$ cat src/rtl/dmem_pkg.sv
// Shared types and constants for the MEM-stage data-memory controller.
package dmem_pkg;

    localparam int unsigned DMEM_ADDR_W = 32;
    localparam int unsigned DMEM_DATA_W = 32;
    localparam int unsigned WORD_OFF    = 2;

    typedef enum logic [1:0] {
        IDLE = 2'd0,
        REQ  = 2'd1,
        DONE = 2'd2
    } state_t;

endpackage

$ cat src/rtl/dmem_ctrl.sv
// MEM-stage data-memory controller: one word access per load/store over req/ack, stalling the pipeline.
// Optional DMEM_ALIGN_CHECK_EN: misaligned requests skip memory and set the sticky misalign_o flag.
module dmem_ctrl
    import dmem_pkg::*;
#(
    parameter int unsigned ADDR_W = DMEM_ADDR_W,
    parameter int unsigned DATA_W = DMEM_DATA_W
) (
    input  logic              clk_i,
    input  logic              rst_i,
    input  logic              MemRead_i,
    input  logic              MemWrite_i,
    input  logic [ADDR_W-1:0] Addr_i,
    input  logic [DATA_W-1:0] WriteData_i,
    output logic              stall_o,
    output logic [DATA_W-1:0] ReadData_o,
    output logic              mem_req_o,
    output logic              mem_we_o,
    output logic [ADDR_W-1:0] mem_addr_o,
    output logic [DATA_W-1:0] mem_wdata_o,
    input  logic              mem_ack_i,
    input  logic [DATA_W-1:0] mem_rdata_i
`ifdef DMEM_ALIGN_CHECK_EN
    ,
    output logic              misalign_o
`endif
);

    state_t            r_state;
    state_t            w_next;
    logic [ADDR_W-1:0] r_addr;
    logic [DATA_W-1:0] r_wdata;
    logic [DATA_W-1:0] r_rdata;
    logic              r_we;
    logic              w_access;
    logic              w_misaligned;
    logic              w_issue;

    assign w_access = MemRead_i | MemWrite_i;

`ifdef DMEM_ALIGN_CHECK_EN
    logic r_misalign;

    assign w_misaligned = (Addr_i[WORD_OFF-1:0] != '0);
    assign misalign_o   = r_misalign;

    always_ff @(posedge clk_i or posedge rst_i) begin
        if (rst_i) begin
            r_misalign <= 1'b0;
        end else if (r_state == IDLE && w_access && w_misaligned) begin
            r_misalign <= 1'b1;
        end
    end
`else
    logic w_unused_offset;

    assign w_misaligned    = 1'b0;
    assign w_unused_offset = ^Addr_i[WORD_OFF-1:0];
`endif

    assign w_issue = (r_state == IDLE) & w_access & ~w_misaligned;

    always_comb begin
        w_next = r_state;
        case (r_state)
            IDLE:    if (w_access) w_next = w_misaligned ? DONE : REQ;
            REQ:     if (mem_ack_i) w_next = DONE;
            // Inputs during DONE are the request just serviced; never re-issue it.
            DONE:    w_next = IDLE;
            default: w_next = IDLE;
        endcase
    end

    always_ff @(posedge clk_i or posedge rst_i) begin
        if (rst_i) begin
            r_state <= IDLE;
        end else begin
            r_state <= w_next;
        end
    end

    always_ff @(posedge clk_i or posedge rst_i) begin
        if (rst_i) begin
            r_addr  <= '0;
            r_wdata <= '0;
            r_we    <= 1'b0;
        end else if (w_issue) begin
            r_addr  <= {Addr_i[ADDR_W-1:WORD_OFF], {WORD_OFF{1'b0}}};
            r_wdata <= WriteData_i;
            r_we    <= ~MemRead_i;
        end
    end

    always_ff @(posedge clk_i or posedge rst_i) begin
        if (rst_i) begin
            r_rdata <= '0;
        end else if (r_state == REQ && mem_ack_i && !r_we) begin
            r_rdata <= mem_rdata_i;
        end
    end

    assign stall_o     = ((r_state == IDLE) & w_access) | (r_state == REQ);
    assign mem_req_o   = (r_state == REQ);
    assign mem_we_o    = r_we;
    assign mem_addr_o  = r_addr;
    assign mem_wdata_o = r_wdata;
    assign ReadData_o  = r_rdata;

endmodule
$ cat config.mk
export PLATFORM = sky130hd
export DESIGN_NAME = dmem_ctrl
export DESIGN_NICKNAME = d
export VERILOG_FILES = /design/src/rtl/dmem_pkg.sv /design/src/rtl/dmem_ctrl.sv
export SDC_FILE = /design/constraint.sdc
export NUM_CORES = 1
export LEC_CHECK = 0
export ABC_AREA = 1
export BUFFER_PORTS_ARGS = -buffer_cell sky130_fd_sc_hd__buf_4
export CAP_MARGIN = 40
export CORE_MARGIN = 3
export CORE_UTILIZATION = 45
export CTS_CLUSTER_DIAMETER = 150
export DETAILED_ROUTE_END_ITERATION = 8
export PLACE_DENSITY = 0.79
export SYNTH_ARGS = -nofsm -noshare
export SYNTH_HDL_FRONTEND = slang
export SYNTH_SLANG_ARGS = --single-unit
$ cat constraint.sdc
create_clock -name clk_i -period 3.8 [get_ports clk_i]
set_clock_uncertainty 0.05 [all_clocks]
set_input_delay 0.95 -clock clk_i [delete_from_list [all_inputs] [get_ports clk_i]]
set_output_delay 0.95 -clock clk_i [all_outputs]
set_load 0.005 [all_outputs]
==> reports/metrics.csv <==
stage;metric;value;unit
cells_and_area;Multi-input gate area;1280;um^2
logic_synthesis;largest cells by area after synthesis;dfrtp_1 62%, nand2_1 19%, nand3_1 8.0%, nand4_1 5.3%, buf_2 2.2%;
logic_synthesis;post-synthesis register bit count;97;
sta;setup tns final;0;ns
route;DRT iter0 DRCs;173;
clock_tree;CTS H-tree lvls;3;
power_and_ir_drop;Pwr per Cell Area;777;nW/um^2
setup_path;WP depth;6;
worst_hold_path;worst hold-check path type;reg -> reg;
global_routing;first-pass GRT wire length;17700;um
setup_path;CP Launch Point;MemRead_i;
die;CORE AREA;8300;um^2
logic_synthesis;syn avg cell area;9.00;um^2
setup_path;CP Capture Type;output port;
die;Die W;99.0;um
logic_synthesis;Post-synth EDFFs;0;
cells_and_area;Fillers;699;
sta;Final setup violation count;0;
sta;fin crit share;64.0;%
sta;WHS;0.427;ns
setup_path;Required @ worst endpoint;2.80;ns
power_and_ir_drop;Lkg Pwr;3.13;nW
sta;Slew HR;51.6;%
placement;Port-buffer cells;195;
placement;hpwl dp;7600;um
setup_path;slowest stage cell, crit path;buf_4;
die;die area;9800;um^2
logic_synthesis;synth unique cells;14;
logic_synthesis;Syn Inst Count;432;
logic_synthesis;Main synth FF type;dfrtp_1;
setup_path;Setup crit end;stall_o;
route;DR WL/cell;15.1;um
global_routing;GRT Util Overall;22.6;%
cells_and_area;Inserted Diodes;0;
cells_and_area;fin util;67.2;%
clock_tree;insertion delay to the later sink of the worst-skew pair;0.35;ns
clock_tree;hold buffer count at CTS;0;
global_routing;initial antenna violation count;0;
clock_tree;setup bufs post-CTS;0;
job;Max Cap Violations;0;
setup_path;Worst Path Arrival;1.43;ns
setup_path;crit-path cells;buf_4, inv_1, nand2_2, nand2_2, nand2_1, buf_4;
die;# IOs;200;
clock_tree;number of CTS-inserted buffers;9;
setup_path;crit path max fanout;2;
sta;final hold violations;0;
die;Starting Density;46.9;%
setup_path;CP Launch Type;input pin;
sta;RSZ-0062 raised after global routing;no;
placement;GP Congestion;0.903;
cells_and_area;Area Overhead vs Synth;43.3;%
setup_path;CP peak stage delay;0.13;ns
cells_and_area;layout cells sized above 1;36.0;%
sta;Fmax;411;MHz
cells_and_area;nets@finish;714;
global_routing;largest net degree at the start of global routing;66;
global_routing;vias in the first global route;3520;
clock_tree;root buffer cell;clkbuf_8;
setup_path;CP delay by family, top;buffers and inverters;
logic_synthesis;yosys warns;0;
logic_synthesis;post-synth top area share;62.4;%
clock_tree;CTS max path bufs;2;
global_routing;gr ovfl total;0;
logic_synthesis;leading area contributor after synthesis;dfrtp_1;
route;Via density;4.99;
setup_path;worst r2r path cells;6;
clock_tree;Clock Sinks;97;
power_and_ir_drop;Worst VDD drop;0.000383;V
route;DRT Pass-1 Iters;4;
cells_and_area;sequential cell area;2430;um^2
logic_synthesis;share of the yosys chip area belonging to registers;62.4;%
setup_path;setup slack, reg-to-reg;2.11;ns
die;DIE HEIGHT;99.0;um
setup_path;capturing point of the worst reg2reg path;ReadData_o[23];
route;DRC;0;
clock_tree;CTS tree;done;
sta;Slew Viols, Final;0;
die;Std-Cell Rows;33;
setup_path;CP bufs+invs;3;
logic_synthesis;Post-synth ARST share;100;%
setup_path;Crit Path Category;in -> out;
route;drt total wl;10900;um
logic_synthesis;Netlist Area Pre-Place;3890;um^2
clock_tree;Resize count post-CTS;0;
clock_tree;clk slew on worst S/H paths;0.08;ns
route;ANT nets after route;0;
sta;slew at the pin closest to its max-slew limit;0.727;ns
outcome;outcome;complete, no violations;
setup_path;Reg2Reg Launch Point;mem_we_o;
route;Vias;3597;
sta;fin crit period;2.43;ns
## synth_stat cells (2+ instances only)
| library cell | instances |
|---|---|
| nand3_1 | 62 |
| nand4_1 | 33 |
| buf_2 | 17 |
| nand2_1 | 192 |
| inv_1 | 8 |
| clkbuf_1 | 12 |
| buf_1 | 2 |
| buf_4 | 3 |
| o21ai_0 | 2 |
| dfrtp_1 | 97 |
## routing by layer
| metal | global-route usage (%) | part of all wire (%) | up-vias |
|---|---|---|---|
| li1 | - | - | 1749 |
| met1 | 30.0 | 41 | 1654 |
| met2 | 34.3 | 46 | 174 |
| met3 | 8.00 | 11 | 20 |
| met4 | 8.19 | 2.0 | 0 |
| met5 | 0 | 0 | - |
## worst min-delay path: stages, from the launching register on
cell and delay (ns):
dfrtp_1 0.35, nand2_1 0.05, nand2_1 0.04
## cells by family (layout without fill, tap and decap cells)
logic type	after synthesis	after routing	share of synthesized area [%]
and+or+nand+nor	290	290	32.4
DFF	97	97	62.4
buffers and inverters	42	225	4.89
AOI/OAI and AO/OA	2	2	0.257
other	1	2	0.0964
## layout make-up
type | instances | area share [%]
Inverter | 8 | 0.583
Tap cell | 105 | 2.36
Clock buffer | 9 | 2.22
Sequential cell | 97 | 43.5
Multi-Input combinational cell | 294 | 23.0
Clock inverter | 5 | 0.628
Timing Repair Buffer | 203 | 27.7
## registers in the layout, indices dropped and copies added, names as in the netlist
name,cells
ReadData_o,32
mem_addr_o,30
r_state,2
mem_we_o,1
mem_wdata_o,32
## report_power, final
part / leakage [nW] / switching [W] / internal, W
Sequential: 1.20 / 0.000296 / 0.00153
Clock: 0.0692 / 0.000346 / 0.000229
Combinational: 1.86 / 0.000976 / 0.000962
Total: 3.13 / 0.00162 / 0.00272
## per-stage QoR
step | cells | cell area, um^2 | total power (W) | worst slack, ns
after floorplan | 433 | 3890 | 0.00268 | 0.266
after global placement | 706 | 5390 | 0.00370 | 1.36
after detailed placement | 707 | 5420 | 0.00380 | 1.36
after CTS | 721 | 5580 | 0.00438 | 1.36
after global routing | 721 | 5580 | 0.00469 | 1.24
final | 721 | 5580 | 0.00433 | 1.37
## worst min path at each step
| stage | start | endpoint | slack [ns] | cells past startpoint |
|---|---|---|---|---|
| detailed placement | ReadData_o[27] | ReadData_o[27] | 0.41 | 2 |
| floorplan | ReadData_o[0] | ReadData_o[0] | 0.42 | 2 |
| finish | mem_addr_o[8] | mem_addr_o[8] | 0.43 | 2 |
| CTS | ReadData_o[27] | ReadData_o[27] | 0.43 | 2 |
| global route | ReadData_o[27] | ReadData_o[27] | 0.45 | 2 |
| global placement | ReadData_o[16] | ReadData_o[16] | 0.40 | 2 |
## cells in the final DEF (no fill, tap or decap)
cell type | Yosys | final
dfrtp_1 | 97 | 97
o21ai_0 | 2 | 2
nor2_1 | 1 | 1
nor2_4 | 1 | 1
nand3_1 | 62 | 62
inv_4 | 0 | 1
nand2_1 | 192 | 190
clkbuf_8 | 0 | 9
buf_4 | 3 | 202
conb_1 | 1 | 2
nor2_2 | 1 | 1
buf_16 | 0 | 1
nand4_1 | 33 | 33
nand2_2 | 0 | 2
inv_1 | 8 | 7
clkinv_2 | 0 | 1
clkinvlp_4 | 0 | 4
Power figures use the tool's default switching activity.
